$ cat src/rtl/calc_key_frontend.sv
// Calculator key front end: each of four raw buttons is synchronised, debounced and edge-detected, and the
// resulting press is issued as an op command over valid/ready. Defining KEY_REPEAT_EN adds auto-repeat for add/sub/mul.
module calc_key_frontend #(
   parameter int unsigned DEB_CYCLES    = 32'd1000000,
   parameter int unsigned REPEAT_DELAY  = 32'd25000000,
   parameter int unsigned REPEAT_PERIOD = 32'd10000000
) (
   input  logic       clk_i,
   input  logic       rst_i,
   input  logic       key_clr_i,
   input  logic       key_add_i,
   input  logic       key_sub_i,
   input  logic       key_mul_i,
   input  logic       cmd_ready_i,
   output logic       cmd_valid_o,
   output logic [1:0] cmd_op_o,
   output logic [1:0] op_cur_o,
   output logic [3:0] key_state_o,
   output logic       overrun_o,
   output logic       multi_o
);

   localparam int unsigned DCW = $clog2(DEB_CYCLES);
   localparam logic [DCW-1:0] DEB_LAST = DCW'(DEB_CYCLES - 32'd1);

   function automatic logic multi_hot(input logic [3:0] v);
      return (v & (v - 4'd1)) != 4'd0;
   endfunction

   logic [3:0]     raw_s;
   logic [3:0]     sync1_q, sync2_q, key_state_q, key_prev_q, key_state_d;
   logic [DCW-1:0] deb_cnt_q [4];
   logic [DCW-1:0] deb_cnt_d [4];
   logic [3:0]     press_s, ev_s;
   logic           any_ev_s, accept_s;
   logic [1:0]     enc_op_s;
   logic           cmd_valid_q, cmd_valid_d, overrun_q, overrun_d, multi_q, multi_d;
   logic [1:0]     cmd_op_q, cmd_op_d, op_cur_q, op_cur_d;

   assign raw_s   = {key_mul_i, key_sub_i, key_add_i, key_clr_i};
   assign press_s = key_state_q & ~key_prev_q;

   // Per-key debounce: a mismatch must persist DEB_CYCLES edges before the level flips
   always_comb begin
      key_state_d = key_state_q;
      for (int i = 0; i < 4; i++) begin
         deb_cnt_d[i] = deb_cnt_q[i];
         if (sync2_q[i] == key_state_q[i]) begin
            deb_cnt_d[i] = '0;
         end else if (deb_cnt_q[i] == DEB_LAST) begin
            deb_cnt_d[i]   = '0;
            key_state_d[i] = ~key_state_q[i];
         end else begin
            deb_cnt_d[i] = deb_cnt_q[i] + DCW'(1);
         end
      end
   end

`ifdef KEY_REPEAT_EN
   localparam int unsigned REP_MAX = (REPEAT_DELAY > REPEAT_PERIOD) ? REPEAT_DELAY : REPEAT_PERIOD;
   localparam int unsigned RCW = $clog2(REP_MAX);
   localparam logic [RCW-1:0] DELAY_LAST  = RCW'(REPEAT_DELAY - 32'd1);
   localparam logic [RCW-1:0] PERIOD_LAST = RCW'(REPEAT_PERIOD - 32'd1);

   logic [3:0]     rep_key_s, rep_prev_q, rep_prev_d;
   logic [RCW-1:0] rep_cnt_q, rep_cnt_d;
   logic           rep_first_q, rep_first_d, rep_fire_s;

   // Repeat timer follows the highest-priority held add/sub/mul key and restarts whenever that key changes
   always_comb begin
      if (key_state_q[1]) begin
         rep_key_s = 4'b0010;
      end else if (key_state_q[2]) begin
         rep_key_s = 4'b0100;
      end else if (key_state_q[3]) begin
         rep_key_s = 4'b1000;
      end else begin
         rep_key_s = 4'b0000;
      end
      rep_fire_s  = (rep_key_s != 4'b0000) && (rep_key_s == rep_prev_q) &&
                    (rep_cnt_q == (rep_first_q ? DELAY_LAST : PERIOD_LAST));
      rep_prev_d  = rep_key_s;
      if ((rep_key_s == 4'b0000) || (rep_key_s != rep_prev_q)) begin
         rep_cnt_d   = '0;
         rep_first_d = 1'b1;
      end else if (rep_fire_s) begin
         rep_cnt_d   = '0;
         rep_first_d = 1'b0;
      end else begin
         rep_cnt_d   = rep_cnt_q + RCW'(1);
         rep_first_d = rep_first_q;
      end
      ev_s = press_s | (rep_fire_s ? rep_key_s : 4'b0000);
   end

   // Repeat timer state
   always_ff @(posedge clk_i) begin
      if (rst_i) begin
         rep_prev_q  <= 4'b0000;
         rep_cnt_q   <= '0;
         rep_first_q <= 1'b1;
      end else begin
         rep_prev_q  <= rep_prev_d;
         rep_cnt_q   <= rep_cnt_d;
         rep_first_q <= rep_first_d;
      end
   end
`else
   assign ev_s = press_s;
`endif

   // Priority encode clr > add > sub > mul and compute the handshake next state
   always_comb begin
      any_ev_s = |ev_s;
      if (ev_s[0]) begin
         enc_op_s = 2'd0;
      end else if (ev_s[1]) begin
         enc_op_s = 2'd1;
      end else if (ev_s[2]) begin
         enc_op_s = 2'd2;
      end else begin
         enc_op_s = 2'd3;
      end
      accept_s    = cmd_valid_q & cmd_ready_i;
      op_cur_d    = accept_s ? cmd_op_q : op_cur_q;
      cmd_valid_d = cmd_valid_q;
      cmd_op_d    = cmd_op_q;
      if (any_ev_s) begin
         cmd_valid_d = 1'b1;
         cmd_op_d    = enc_op_s;
      end else if (accept_s) begin
         cmd_valid_d = 1'b0;
      end else begin
         cmd_valid_d = cmd_valid_q;
      end
      overrun_d = any_ev_s & cmd_valid_q & ~cmd_ready_i;
      multi_d   = multi_hot(ev_s);
   end

   // Synchronisers, debounce state and registered command outputs
   always_ff @(posedge clk_i) begin
      if (rst_i) begin
         sync1_q     <= 4'b0000;
         sync2_q     <= 4'b0000;
         key_state_q <= 4'b0000;
         key_prev_q  <= 4'b0000;
         for (int i = 0; i < 4; i++) deb_cnt_q[i] <= '0;
         cmd_valid_q <= 1'b0;
         cmd_op_q    <= 2'd0;
         op_cur_q    <= 2'd0;
         overrun_q   <= 1'b0;
         multi_q     <= 1'b0;
      end else begin
         sync1_q     <= raw_s;
         sync2_q     <= sync1_q;
         key_state_q <= key_state_d;
         key_prev_q  <= key_state_q;
         for (int i = 0; i < 4; i++) deb_cnt_q[i] <= deb_cnt_d[i];
         cmd_valid_q <= cmd_valid_d;
         cmd_op_q    <= cmd_op_d;
         op_cur_q    <= op_cur_d;
         overrun_q   <= overrun_d;
         multi_q     <= multi_d;
      end
   end

   assign cmd_valid_o = cmd_valid_q;
   assign cmd_op_o    = cmd_op_q;
   assign op_cur_o    = op_cur_q;
   assign key_state_o = key_state_q;
   assign overrun_o   = overrun_q;
   assign multi_o     = multi_q;

endmodule

$ cat config.mk
export PLATFORM = sky130hd
export DESIGN_NAME = calc_key_frontend
export DESIGN_NICKNAME = d
export VERILOG_FILES = /design/src/rtl/calc_key_frontend.sv
export SDC_FILE = /design/constraint.sdc
export NUM_CORES = 1
export LEC_CHECK = 0
export CORE_MARGIN = 2
export CORE_UTILIZATION = 30
export DETAILED_ROUTE_END_ITERATION = 8
export PLACE_DENSITY = 0.57
export SLEW_MARGIN = 30
export SYNTH_ARGS = -nofsm -noshare
export SYNTH_HDL_FRONTEND = slang
export SYNTH_SLANG_ARGS = --single-unit
$ cat constraint.sdc
create_clock -name clk_i -period 2.95 [get_ports clk_i]
set_input_delay 0.295 -clock clk_i [delete_from_list [all_inputs] [get_ports clk_i]]
set_output_delay 0.295 -clock clk_i [all_outputs]
set_load 0.02 [all_outputs]
==> results of run 1 <==
## routing by layer
| layer | up-vias | global-route usage, % | wire length, µm |
|---|---|---|---|
| li1 | 1807 | - | - |
| met2 | 35 | 19.0 | 3940 |
| met1 | 1593 | 14.7 | 4130 |
| met4 | 0 | 3.90 | 119 |
| met3 | 9 | 2.58 | 197 |
| met5 | - | 0 | 0 |
## area by class of cell
type / instances / area, µm² / area share [%]
Clock buffer: 9 / 225 / 4.49
Clock inverter: 7 / 46.3 / 0.922
Inverter: 20 / 75.1 / 1.50
Multi-Input combinational cell: 364 / 2160 / 43.1
Sequential cell: 103 / 2060 / 41.1
Tap cell: 184 / 230 / 4.59
Timing Repair Buffer: 23 / 215 / 4.29
## cell families (layout without fill, tap and decap cells)
family | Yosys count | in the layout | synth area share [%]
fa+ha+maj | 4 | 4 | 1.15
compound gates | 70 | 70 | 8.84
buf+inv | 32 | 59 | 3.04
xor+xnor | 50 | 50 | 10.0
flops | 103 | 103 | 47.3
simple gates | 240 | 240 | 29.6
## flip-flops by register name, summed over array words and instances (netlist names), 2 cells and up
register and count:
key_prev_q 4, sync2_q 4, op_cur_o 2, sync1_q 4, key_state_o 4, deb_cnt_q 80
cmd_op_o 2
## report_power, final
| part | leakage, nW | total [W] | internal [W] | switching [W] |
|---|---|---|---|---|
| Sequential | 0.831 | 0.00140 | 0.00140 | 0.00000388 |
| Clock | 0.140 | 0.00109 | 0.000573 | 0.000513 |
| Combinational | 0.484 | 0.0000375 | 0.0000167 | 0.0000208 |
| Total | 1.45 | 0.00252 | 0.00199 | 0.000537 |
## placed cells by master (no fill, tap or decap), types with 3 or more instances in the layout
cell type                         count
sky130_fd_sc_hd__a21oi_1             35
sky130_fd_sc_hd__and2_1               3
sky130_fd_sc_hd__and3_1               5
sky130_fd_sc_hd__and4_1               4
sky130_fd_sc_hd__buf_4                6
sky130_fd_sc_hd__clkbuf_16            9
sky130_fd_sc_hd__clkdlybuf4s50_1     17
sky130_fd_sc_hd__clkinv_2             4
sky130_fd_sc_hd__dfxtp_1            103
sky130_fd_sc_hd__ha_1                 4
sky130_fd_sc_hd__inv_1               20
sky130_fd_sc_hd__nand2_1             26
sky130_fd_sc_hd__nand2b_1             5
sky130_fd_sc_hd__nand3_1             28
sky130_fd_sc_hd__nand4_1             18
sky130_fd_sc_hd__nor2_1              62
sky130_fd_sc_hd__nor2b_1             14
sky130_fd_sc_hd__nor3_1              14
sky130_fd_sc_hd__nor4_1              13
sky130_fd_sc_hd__o21ai_0             22
sky130_fd_sc_hd__o21ai_1              3
sky130_fd_sc_hd__o31ai_1              8
sky130_fd_sc_hd__or3_1               22
sky130_fd_sc_hd__or4_1               13
sky130_fd_sc_hd__xnor2_1             33
sky130_fd_sc_hd__xor2_1              17
## through the flow
stage                     hold slack, ns  instances  cell area [µm²]
final                              0.440        710             5020
after global routing               0.467        710             5020
after CTS                          0.446        710             5020
after detailed placement           0.430        694             4750
after global placement             0.421        694             4750
after floorplan                    0.414        499             4360
## final timing paths
kind / startpoint / end / slack (ns) / depth (start not counted)
max reg2reg: deb_cnt_q[0][9] / deb_cnt_q[0][9] / 0.78 / 5
min reg2reg: sync1_q[0] / sync2_q[0] / 0.44 / 1
max: deb_cnt_q[0][9] / deb_cnt_q[0][9] / 0.78 / 5
min: sync1_q[0] / sync2_q[0] / 0.44 / 1
==> impl_results.md, run 1 <==
* Crit-path slowest cell: sky130_fd_sc_hd__o21ai_1
* Setup Crit Path Kind: flip-flop to flip-flop
* Area Growth Syn to Fin at 15.1%
* N_diodes at 0
* Post-Synthesis Net Count at 510
* Skew final at 0.00831 ns
* Area leader, netlist: sky130_fd_sc_hd__dfxtp_1
* Iter 0 DRT Violations at 228
* Required time at the endpoint of the critical path at 3.18 ns
* CTS Root Buffer Type: sky130_fd_sc_hd__clkbuf_16
* Cell types with the highest counts after synthesis: sky130_fd_sc_hd__dfxtp_1, sky130_fd_sc_hd__nor2_1, sky130_fd_sc_hd__a21oi_1, sky130_fd_sc_hd__xnor2_1, sky130_fd_sc_hd__nand3_1
* Dominant register cell in the synthesized netlist: sky130_fd_sc_hd__dfxtp_1
* Setup repair after global routing missed its margin: no
* Top Ports at 18
* Die Width at 125 µm
* Top-area cell type share of the netlist area at 47.3%
* Total global-route track usage at 11.5%
* Number of global-route vias before repair at 3,299
* Total chip power at 0.00252 W
* CTS Sinks at 103
* Number of enable flip-flop cells after synthesis at 0
* Final worst path period share at 73.6%
* Clock edge transition at the registers on the reported setup and hold paths at 0.07 ns
* RePlAce Congestion at 0.797
* Total of cells resized after clock tree synthesis at 0
* Layout cells sized above 1 at 5.51%
* Synth async-reset ratio at 0%
* Synthesized netlist cell count at 499
* Initial cell density of the core at 30.3%
* Worst supply voltage drop on vdd at 226 µV
* Sequential share of the synthesized area at 47.3%
* Yosys synthesis warning count at 0
* Worst-Skew Late Latency at 0.34 ns
* Core outline area at 0.0144 mm²
* Power density over the cells at 503 mW/mm²
* CTS tree: built
* Avg Vias per Cell at 4.85
* LEAKAGE at 1.45 nW
* Final-layout fill cell count at 1,425
* Mean area per synthesized cell at 8.74 µm²
* Final number of hold-violating endpoints at 0
* Die Footprint at 0.0155 mm²
* Category of cells accounting for the largest share of critical-path delay: simple AND/OR/NAND/NOR gates
* Count of distinct cell types in the synthesized netlist at 38
* Maximum fanout along the worst path at 11
* Tightest Hold Check Type: flip-flop to flip-flop
* H-tree depth at 3
* Overall via count from detail_route at 3,444
* Antenna violations before repair at 0
* Library cell with the highest instance count after synthesis: sky130_fd_sc_hd__dfxtp_1
* CP Buf/Inv Count at 1
* Setup TNS at 0 ns
* Worst setup slack after layout at 0.779 ns
* Port bufs at 17
* Post-CTS Setup Bufs at 0
* Buffers from clock root to sink, at most at 2
* Area contributors post-synth: sky130_fd_sc_hd__dfxtp_1, sky130_fd_sc_hd__xnor2_1, sky130_fd_sc_hd__nor2_1, sky130_fd_sc_hd__a21oi_1, sky130_fd_sc_hd__xor2_1
* DIE HEIGHT at 125 µm
* Max Cap Viol at 0
* Post-synthesis instance area at 0.00436 mm²
* Antenna viol nets, final at 0
* Number of nets in the layout at 532
* Highest cell delay on the worst timing path at 0.56 ns
* Number of remaining DRC errors at 0
* Number of hold buffers added after CTS at 0
* Wirelength per Cell at 11.8 µm
* Status: completed
* # rows at 44
* Least-Margin Pin Slew at 0.660 ns
* Fmax achieved at 461 MHz
* Crit end category: flip-flop
* Total wire length after detailed routing at 8390 µm
* Slew Limit Headroom at 55.7%
* Fin crit period at 2.17 ns
* Global-route wire length before repair at 15,000 µm
* Signal arrival time at the worst endpoint at 2.40 ns
* Number of synthesized register bits at 103
* Number of pins exceeding their max-slew limit in the final report at 0
* Largest net degree at the start of global routing at 20
* Share of the core filled with cells in the final layout at 34.9%
* Final global-route overflow total at 0
* First-pass iteration count of the detailed router at 6
* Post-DP HPWL at 5940 µm
* Number of CTS-inserted buffers at 9
* Placement-stage worst setup slack at 0.819 ns
* Final setup violating endpoints at 0
* Startpoint Class: flip-flop
* Ordered cell list for the critical path: nor4bb_1 > nand4bb_1 > o21ai_1 > buf_4 > nor2_1
Power figures use the tool's default switching activity.
==> run 2, diff against run 1 <==
--- a/config.mk
+++ b/config.mk
@@ -8,7 +8,7 @@
 export CORE_MARGIN = 2
 export CORE_UTILIZATION = 30
 export DETAILED_ROUTE_END_ITERATION = 8
-export PLACE_DENSITY = 0.57
+export PLACE_DENSITY = 0.59
 export SLEW_MARGIN = 30
 export SYNTH_ARGS = -nofsm -noshare
 export SYNTH_HDL_FRONTEND = slang
==> constraint.sdc (replaced) <==
create_clock -name clk_i -period 1.8 [get_ports clk_i]
set_input_delay 0.18 -clock clk_i [delete_from_list [all_inputs] [get_ports clk_i]]
set_output_delay 0.18 -clock clk_i [all_outputs]
set_load 0.02 [all_outputs]
==> run 2 against run 1 <==
The run now ends with negative setup slack left. Utilization is 4.0 points higher. Power is 72% higher. Clock power is 80% higher. Register-to-register slack worse by 0.89 ns. Combinational power is 110% higher. Global-route usage hardly changed. Critical endpoint is now key_state_o[3]. Highest routed layer unchanged.
==> impl_results.md, run 2 (synthesis gave the netlist of run 1 again) <==
* Status: finished with violations
* Violations in the final reports: negative setup slack
* Internal power of the cells at 0.00345 W
* Least-Margin Pin Slew at 0.411 ns
* Global-route wire length before repair at 15,300 µm
* Most frequent cells in the layout: sky130_fd_sc_hd__dfxtp_1, sky130_fd_sc_hd__nor2_1, sky130_fd_sc_hd__buf_4, sky130_fd_sc_hd__xnor2_1, sky130_fd_sc_hd__nand3_1
* Setup repair after global routing missed its margin: yes
* DIE HEIGHT at 125 µm
* Total global-route track usage at 11.5%
* Crit end category: flip-flop
* LEAKAGE at 1.78 nW
* Worst setup slack after layout at -0.113 ns
* Core outline area at 0.0144 mm²
* Final global-route overflow total at 0
* Reg2reg setup slack at -0.11 ns
* Power density over the cells at 773 mW/mm²
* Tightest Hold Check Type: input port to flip-flop
* Buffers from clock root to sink, at most at 2
* Number of nets in the layout at 587
* Post-DP HPWL at 6510 µm
* Leading cell type in the layout, fill and taps excluded: sky130_fd_sc_hd__dfxtp_1
* Crit Reg-Reg Startpoint: deb_cnt_q[3][6]
* Hold Crit Endpoint: sync1_q[3]
* Final number of hold-violating endpoints at 0
* Max Cap Viol at 0
* Top Ports at 18
* Part of the total power dissipated in sequential elements at 53.0%
* Maximum fanout along the worst path at 3
* Fin crit period at 1.91 ns
* Final setup violating endpoints at 41
* Required time at the endpoint of the critical path at 2.06 ns
* CTS tree: built
* Number of remaining DRC errors at 0
* Wirelength per Cell at 11.4 µm
* Switching component of the power at 0.000879 W
* # rows at 44
* Overall via count from detail_route at 3,667
* Skew final at 0.00941 ns
* CTS Root Buffer Type: sky130_fd_sc_hd__clkbuf_16
* Share of the core filled with cells in the final layout at 39.0%
* Sw frac at 20.3%
* Comb power frac at 1.8%
* Die Footprint at 0.0155 mm²
* Fmax achieved at 523 MHz
* Number of CTS-inserted buffers at 9
* Layout cells sized above 1 at 17.9%
* Startpoint Class: flip-flop
* Signal arrival time at the worst endpoint at 2.17 ns
* RePlAce Congestion at 0.769
* Placement-stage worst setup slack at -0.125 ns
* R2R Path End: key_state_o[3]
* Number of pins exceeding their max-slew limit in the final report at 0
* Final worst path period share at 106%
* Worst hold stages at 2
* Clock edge transition at the registers on the reported setup and hold paths at 0.07 ns
* Setup TNS at -3.67 ns
* Total wire length after detailed routing at 8720 µm
* Antenna violations before repair at 0
* Antenna viol nets, final at 0
* First-pass iteration count of the detailed router at 5
* Worst supply voltage drop on vdd at 535 µV
* Logic depth of the worst register-to-register path at 4
* Iter 0 DRT Violations at 208
* Clock power share at 45.2%
* Flip-flop count of the largest register, all copies and words added at 80
* Hold Path Origin: key_mul_i
* Initial cell density of the core at 30.3%
* Largest reg by FF count: deb_cnt_q
* Avg Vias per Cell at 4.79
* H-tree depth at 3
* N_diodes at 0
* Port bufs at 17
* Largest net degree at the start of global routing at 31
* Slew Limit Headroom at 72.2%
* Area Growth Syn to Fin at 28.4%
* Setup Crit Path Kind: flip-flop to flip-flop
* Die Width at 125 µm
* Worst-Skew Late Latency at 0.33 ns
* CTS Sinks at 103
* Number of global-route vias before repair at 3,463
* Number of hold buffers added after CTS at 0
==> run 2: stage by stage <==
stage | area, µm² | total power [W] | hold slack [ns] | std cells
final | 5600 | 0.00433 | 0.398 | 765
after CTS | 5590 | 0.00440 | 0.391 | 765
after floorplan | 4430 | 0.00238 | 0.308 | 499
after global placement | 5280 | 0.00242 | 0.438 | 749
after global routing | 5600 | 0.00450 | 0.397 | 765
after detailed placement | 5280 | 0.00243 | 0.437 | 749
==> run 2: cell type report <==
cell class	count	area, µm²
inverter	20	75.1
clock buffer	10	239
timing repair buffer	78	691
multi-input combinational	364	2230
tap	184	230
sequential	103	2070
clock inverter	6	66.3
fill	1397	8770
==> run 2: power by group through the flow <==
stage / clock, W / sequential, W / combinational (W)
6_report: 0.00196 / 0.00229 / 0.0000774
3_3_place_gp: 0 / 0.00235 / 0.0000778
2_1_floorplan: 0 / 0.00235 / 0.0000386
3_5_place_dp: 0 / 0.00235 / 0.0000787
5_1_grt: 0.00213 / 0.00229 / 0.0000852
4_1_cts: 0.00203 / 0.00229 / 0.0000788
==> run 2: repair_timing <==
action,CTS,global route
pin swaps,3,2
resized for setup,0,2
gates cloned,0,0
setup buffers,0,0
setup endpoints to repair,41,42
==> run 2: how the worst max path moves through the flow <==
stage / startpoint / endpoint / slack (ns) / cells past startpoint
3_3_place_gp: deb_cnt_q[2][8] / deb_cnt_q[2][8] / -0.11 / 5
2_1_floorplan: deb_cnt_q[3][6] / deb_cnt_q[3][11] / -0.12 / 5
3_5_place_dp: deb_cnt_q[2][11] / deb_cnt_q[2][17] / -0.12 / 5
5_1_grt: deb_cnt_q[2][11] / deb_cnt_q[2][12] / -0.18 / 5
4_1_cts: deb_cnt_q[3][7] / key_state_o[3] / -0.13 / 4
6_report: deb_cnt_q[3][6] / key_state_o[3] / -0.11 / 4
==> run 2: worst max-delay path: stages, from the launching register on <==
cell                      delay, ns
sky130_fd_sc_hd__dfxtp_2       0.32
sky130_fd_sc_hd__or4b_1        0.51
sky130_fd_sc_hd__or4_4         0.57
sky130_fd_sc_hd__or3_1         0.32
sky130_fd_sc_hd__a21oi_1       0.12
==> run 2: per-layer routing <==
metal	vias up	track usage, %	share of wire [%]
met1	1708	14.4	48
met3	4	2.36	1.9
met4	0	3.11	0.89
li1	1919	-	-
met5	-	0	0
met2	36	20.1	49
==> run 3, diff against run 2 <==
--- a/config.mk
+++ b/config.mk
@@ -7,6 +7,7 @@
 export LEC_CHECK = 0
 export CORE_MARGIN = 2
 export CORE_UTILIZATION = 30
+export CTS_BUF_LIST = sky130_fd_sc_hd__clkbuf_8 sky130_fd_sc_hd__clkbuf_16
 export DETAILED_ROUTE_END_ITERATION = 8
 export PLACE_DENSITY = 0.59
 export SLEW_MARGIN = 30
==> results of run 3 <==
The final DEF is identical to that of run 2; final timing and power are the same.
